--- config.mk ---
export PLATFORM = sky130hd
export DESIGN_NAME = shot_param_ctrl
export DESIGN_NICKNAME = d
export VERILOG_FILES = /design/src/rtl/shot_param_ctrl_pkg.sv /design/src/rtl/shot_param_ctrl_btn_debounce.sv /design/src/rtl/shot_param_ctrl.sv
export SDC_FILE = /design/constraint.sdc
export NUM_CORES = 1
export LEC_CHECK = 0
export CAP_MARGIN = 15
export CORE_ASPECT_RATIO = 1.75
export CORE_MARGIN = 5
export CORE_UTILIZATION = 60
export DETAILED_ROUTE_END_ITERATION = 7
export PLACE_DENSITY = 0.89
export SKIP_LAST_GASP = 1
export SLEW_MARGIN = 20
export SYNTH_ARGS = -nofsm -noshare
export SYNTH_HDL_FRONTEND = slang
export SYNTH_SLANG_ARGS = --single-unit
--- constraint.sdc ---
create_clock -name clk -period 4.45 [get_ports clk]
set_clock_uncertainty 0.1 [all_clocks]
set_input_delay 0.89 -clock clk [delete_from_list [all_inputs] [get_ports clk]]
set_output_delay 0.89 -clock clk [all_outputs]
set_load 0.05 [all_outputs]
--- src/rtl/shot_param_ctrl_pkg.sv ---
// Shared definitions for the shot parameter controller: FSM state encoding,
// angle step size and small arithmetic helpers.
package shot_param_ctrl_pkg;

   typedef enum logic [1:0] {
      StAdjAngle = 2'd0,
      StAdjPower = 2'd1,
      StFired    = 2'd2
   } state_e;

   // Degrees per angle index step (index 15 -> 90 degrees).
   localparam int unsigned ANGLE_STEP_DEG = 6;

   // One saturating step of a 4-bit field; up and down together cancel.
   function automatic logic [3:0] step_field(input logic [3:0] v, input logic up,
                                             input logic dn, input logic [3:0] vmax);
      if (up && !dn && (v < vmax)) return v + 4'd1;
      if (dn && !up && (v != 4'd0)) return v - 4'd1;
      return v;
   endfunction

   // Display word: angle in degrees times 100 plus power (max 9015).
   function automatic logic [15:0] disp_value(input logic [3:0] angle, input logic [3:0] power);
      logic [6:0] deg;
      deg = 7'(angle) * 7'(ANGLE_STEP_DEG);
      return (16'(deg) * 16'd100) + 16'(power);
   endfunction

endpackage

--- src/rtl/shot_param_ctrl_btn_debounce.sv ---
// Button conditioner: 2-flop synchronizer, stability counter and a registered
// one-cycle press event on the rising edge of the debounced level.
module shot_param_ctrl_btn_debounce #(
   parameter int unsigned DEBOUNCE_CYCLES = 500000
) (
   input  logic clk,
   input  logic rst_n,
   input  logic raw,
   output logic level,
   output logic press
);

   localparam int unsigned CW = $clog2(DEBOUNCE_CYCLES + 1);

   logic          sync1, sync2;
   logic [CW-1:0] cnt;

   // Two-stage synchronizer for the asynchronous button input.
   always_ff @(posedge clk or negedge rst_n) begin
      if (!rst_n) begin
         sync1 <= 1'b0;
         sync2 <= 1'b0;
      end else begin
         sync1 <= raw;
         sync2 <= sync1;
      end
   end

   // Count consecutive cycles the synced input disagrees with the level; any agreement restarts.
   always_ff @(posedge clk or negedge rst_n) begin
      if (!rst_n) begin
         cnt   <= '0;
         level <= 1'b0;
         press <= 1'b0;
      end else if (sync2 != level) begin
         if (cnt == CW'(DEBOUNCE_CYCLES - 1)) begin
            cnt   <= '0;
            level <= sync2;
            press <= sync2;
         end else begin
            cnt   <= cnt + 1'b1;
            press <= 1'b0;
         end
      end else begin
         cnt   <= '0;
         press <= 1'b0;
      end
   end

endmodule

--- src/rtl/shot_param_ctrl.sv ---
// Player-input front end: debounced buttons, angle/power fields, aim/fire
// handshake and the display word. Optional feature macro: AUTO_REPEAT_EN
// (held up/down auto-repeat); the default build has exactly one step per press.
module shot_param_ctrl
   import shot_param_ctrl_pkg::*;
#(
   parameter int unsigned DEBOUNCE_CYCLES = 500000,
   parameter int unsigned ANGLE_MAX       = 15,
   parameter int unsigned POWER_MAX       = 15,
   parameter int unsigned HOLD_CYCLES     = 50000000,
   parameter int unsigned REPEAT_CYCLES   = 10000000
) (
   input  logic        clk,
   input  logic        rst_n,
   input  logic        btn_up,
   input  logic        btn_down,
   input  logic        btn_mode,
   input  logic        btn_fire,
   input  logic        shot_done,
   output logic [3:0]  angle_out,
   output logic [3:0]  power_out,
   output logic        sel_power,
   output logic        shot_fire,
   output logic        busy,
   output logic [15:0] display_number
);

   logic   up_lvl, up_prs, dn_lvl, dn_prs, mode_lvl, mode_prs, fire_lvl, fire_prs;
   logic   up_ev, dn_ev;
   logic   unused_levels;
   state_e state, ret_state;

   shot_param_ctrl_btn_debounce #(.DEBOUNCE_CYCLES(DEBOUNCE_CYCLES)) u_db_up (
      .clk(clk), .rst_n(rst_n), .raw(btn_up), .level(up_lvl), .press(up_prs));
   shot_param_ctrl_btn_debounce #(.DEBOUNCE_CYCLES(DEBOUNCE_CYCLES)) u_db_down (
      .clk(clk), .rst_n(rst_n), .raw(btn_down), .level(dn_lvl), .press(dn_prs));
   shot_param_ctrl_btn_debounce #(.DEBOUNCE_CYCLES(DEBOUNCE_CYCLES)) u_db_mode (
      .clk(clk), .rst_n(rst_n), .raw(btn_mode), .level(mode_lvl), .press(mode_prs));
   shot_param_ctrl_btn_debounce #(.DEBOUNCE_CYCLES(DEBOUNCE_CYCLES)) u_db_fire (
      .clk(clk), .rst_n(rst_n), .raw(btn_fire), .level(fire_lvl), .press(fire_prs));

   assign unused_levels = ^{up_lvl, dn_lvl, mode_lvl, fire_lvl};

`ifdef AUTO_REPEAT_EN
   localparam int unsigned HW = $clog2(HOLD_CYCLES + 1);

   logic [HW-1:0] hold_cnt;
   logic          held, rep;

   // Exactly one of up/down held while adjusting; a mode press also restarts the hold.
   assign held = (up_lvl ^ dn_lvl) && (state != StFired) && !mode_prs;
   assign rep  = held && (hold_cnt == HW'(HOLD_CYCLES - 1));

   // Hold timer: first step after HOLD_CYCLES, then reload so later steps come every REPEAT_CYCLES.
   always_ff @(posedge clk or negedge rst_n) begin
      if (!rst_n) begin
         hold_cnt <= '0;
      end else if (!held) begin
         hold_cnt <= '0;
      end else if (rep) begin
         hold_cnt <= HW'(HOLD_CYCLES - REPEAT_CYCLES);
      end else begin
         hold_cnt <= hold_cnt + 1'b1;
      end
   end

   assign up_ev = up_prs | (rep & up_lvl);
   assign dn_ev = dn_prs | (rep & dn_lvl);
`else
   localparam int unsigned unused_repeat_cfg = HOLD_CYCLES + REPEAT_CYCLES;

   assign up_ev = up_prs;
   assign dn_ev = dn_prs;
`endif

   // Aim/fire FSM with registered field and handshake outputs; fire > mode > up/down.
   always_ff @(posedge clk or negedge rst_n) begin
      if (!rst_n) begin
         state     <= StAdjAngle;
         ret_state <= StAdjAngle;
         angle_out <= 4'd0;
         power_out <= 4'd0;
         sel_power <= 1'b0;
         shot_fire <= 1'b0;
         busy      <= 1'b0;
      end else begin
         shot_fire <= 1'b0;
         unique case (state)
            StAdjAngle, StAdjPower: begin
               if (fire_prs) begin
                  if (power_out != 4'd0) begin
                     shot_fire <= 1'b1;
                     busy      <= 1'b1;
                     ret_state <= state;
                     state     <= StFired;
                  end
               end else if (mode_prs) begin
                  state     <= (state == StAdjAngle) ? StAdjPower : StAdjAngle;
                  sel_power <= (state == StAdjAngle);
               end else if (state == StAdjPower) begin
                  power_out <= step_field(power_out, up_ev, dn_ev, 4'(POWER_MAX));
               end else begin
                  angle_out <= step_field(angle_out, up_ev, dn_ev, 4'(ANGLE_MAX));
               end
            end
            StFired: begin
               // A shot_done coincident with the launch pulse belongs to no shot of ours.
               if (shot_done && !shot_fire) begin
                  state <= ret_state;
                  busy  <= 1'b0;
               end
            end
            default: state <= StAdjAngle;
         endcase
      end
   end

   // Display word registered from the already-registered field values.
   always_ff @(posedge clk or negedge rst_n) begin
      if (!rst_n) begin
         display_number <= 16'd0;
      end else begin
         display_number <= disp_value(angle_out, power_out);
      end
   end

endmodule
==> flow_metrics.tcl <==
set metrics [dict create \
    portBuffers 32 \
    clk_latency_ns 0.41 \
    syn_nets 631 \
    final_hold_viol_count 0 \
    dr_total_vias 4521 \
    rows 49 \
    initial_core_util 0.608 \
    powerDensity_nw_per_um2 352 \
    final_util 0.709 \
    finalSetupTns_ns 0 \
    ys_top_cells_by_count "dfrtp_1, nor2_1, xnor2_1" \
    grt_max_degree 67 \
    worstSetupStartpointType "flop" \
    ios 34 \
    clockBufferDepth 2 \
    whs_ns 0.244 \
    clock-sinks 122 \
    slew_viol_final 0 \
    avgSynthCellArea_um2 10.6 \
    globalplace.congestion 0.885 \
    drive_gt1_frac 0.0810 \
    cts_root_buf "clkbuf_16" \
    hpwl_um 8620 \
    ir_drop_mv 0.346 \
    stdcell_area_um2 7210 \
    drt_iter0_drc 273 \
    area_growth_pct 16.6 \
    worstPathArrival_ns 4.57 \
    postCtsSetupBuffers 0 \
    pre_cts_ws_ns 0.130 \
    async_flop_share 1.00 \
    rsz0062_at_grt "true" \
    drc 0 \
    status "complete, no violations" \
    die_h_um 144 \
    regToRegSetupSlack_ns 0.06 \
    synth_top_area_frac 0.494 \
    synth_edf_count 0 \
    worst-slew-pin-transition_ns 0.799 \
    nets 677 \
    fp.dieArea_um2 12500 \
    synth_seq_cells 122 \
    finalNonFillerCells 769 \
    crit_type "flop to flop" \
    netlist_area_um2 6180 \
    ys.flop_type "dfrtp_1" \
    min_period_ns 4.39 \
    p_leak_nw 3.33 \
    placed_area_um2 6620 \
    worstPathRequired_ns 4.64 \
    fillers 723 \
    yosysSeqAreaShare 0.494 \
    cts_buffers 17 \
    die_x_um 86.7 \
    end_kind "flop" \
    slew-limit-headroom 0.463 \
    power.total_mw 2.54 \
    track_usage 0.221 \
    synth_most_common_cell "dfrtp_1" \
    synth_cells 584 \
    cts-htree-levels 4 \
    yosys_warnings 0 \
    max_freq_mhz 228 \
    synth_area_leader_cell "dfrtp_1" \
    coreArea_um2 10200 \
    antenna_found_initial 0 \
    grt_first_pass_wirelength_um 21500 \
    ys_top_cells_by_area "dfrtp_1, ha_1, xnor2_1" \
    avgViaCountPerCell 5.88 \
    placed_cells 738 \
    maxCapViolCount 0 \
    grt_pass1_vias 4718 \
    crit_fanout 5 \
    min_path_type "flop to flop" \
    antenna_left 0 \
    min_period_over_period 0.985 \
    setup_slack_ns 0.0650 \
    n_antenna_cell 0 \
    cts_tree "done" \
    overflow 0 \
    setup_viol 0 \
    synth.distinct_cells 50 \
    drt-pass1-iter-count 5 \
    routedWlPerCell_um 16.8 \
    wirelength_um 12900 \
    cts.reportedPaths.clkPinSlew_ns 0.06 \
]
==> state kept, by name, indices dropped and copies added, names as in the netlist, 2 cells and up <==
signal          count
u_db_down.cnt      19
u_db_fire.cnt      19
u_db_mode.cnt      19
u_db_up.cnt        19
display_number     15
angle_out           4
power_out           4
ret_state           2
state               2
==> what timing repair did <==
item / 4_1_cts / 5_1_grt
setup endpoints to repair: 0 / 2
hold buffers: 0 / 0
gates resized for setup: 0 / 2
==> worst paths after layout <==
check | startpoint | end | cells past startpoint
worst max register to register | angle_out[1] | display_number[13] | 12
worst min register to register | u_db_down.sync1 | u_db_down.sync2 | 0
max in group asynchronous | rst_n | u_db_up.press | 2
worst min-delay path | u_db_down.sync1 | u_db_down.sync2 | 0
min in group asynchronous | rst_n | display_number[14] | 1
worst max-delay path | angle_out[1] | display_number[13] | 12
==> report_power, final <==
group | switching (mW) | internal (mW) | leakage [nW]
combinational | 0.0432 | 0.0180 | 1.37
sequential | 0.0131 | 1.12 | 1.67
clock | 0.469 | 0.874 | 0.289
total | 0.525 | 2.02 | 3.33
==> worst max-delay path: stages (launching register included) <==
cell and delay [ns]:
dfrtp_1 0.44, ha_1 0.29, fa_1 0.47, xor2_1 0.28, ha_1 0.29, ha_1 0.29, ha_1 0.31, ha_1 0.24
a211oi_1 0.55, nor2_1 0.22, nor4b_2 0.44, nand3_1 0.19, xnor2_1 0.16
==> logic make-up (layout without fill, tap and decap cells) <==
family | Yosys count | count (layout) | synth area share
buffers and inverters | 24 | 82 | 0.0218
adders and majority gates | 40 | 40 | 0.0834
DFF | 122 | 122 | 0.494
xor gates and xnor gates | 97 | 97 | 0.137
other | 1 | 1 | 0.000606
muxes | 5 | 5 | 0.00971
and+or+nand+nor | 265 | 265 | 0.223
AOI/OAI and AO/OA | 30 | 30 | 0.0305
==> layout make-up <==
cell class	count	area [um^2]	share of cell area
multi-input combinational	438	3010	0.417
sequential	122	3050	0.423
inverter	17	63.8	0.00885
timing repair buffer	34	345	0.0479
tap	127	159	0.0220
clock buffer	23	488	0.0677
clock inverter	8	92.6	0.0128
==> cell usage in the layout (no fill, tap or decap), types with 17 or more instances in the layout <==
cell type,count
nand2_1,28
clkdlybuf4s50_1,31
nor2_1,102
inv_1,17
ha_1,38
clkbuf_16,17
xnor2_1,51
xor2_1,45
nand4_1,19
dfrtp_1,122
nand3_1,28
==> layer usage <==
metal | part of all wire | GRT usage | vias to the layer above | wire (um)
li1 | - | - | 2076 | -
met1 | 0.37 | 0.235 | 2269 | 4810
met2 | 0.55 | 0.400 | 137 | 7150
met3 | 0.042 | 0.0559 | 39 | 538
met4 | 0.033 | 0.107 | 0 | 425
met5 | 0 | 0 | - | 0
No activity file was read; power rests on OpenSTA's default activity.
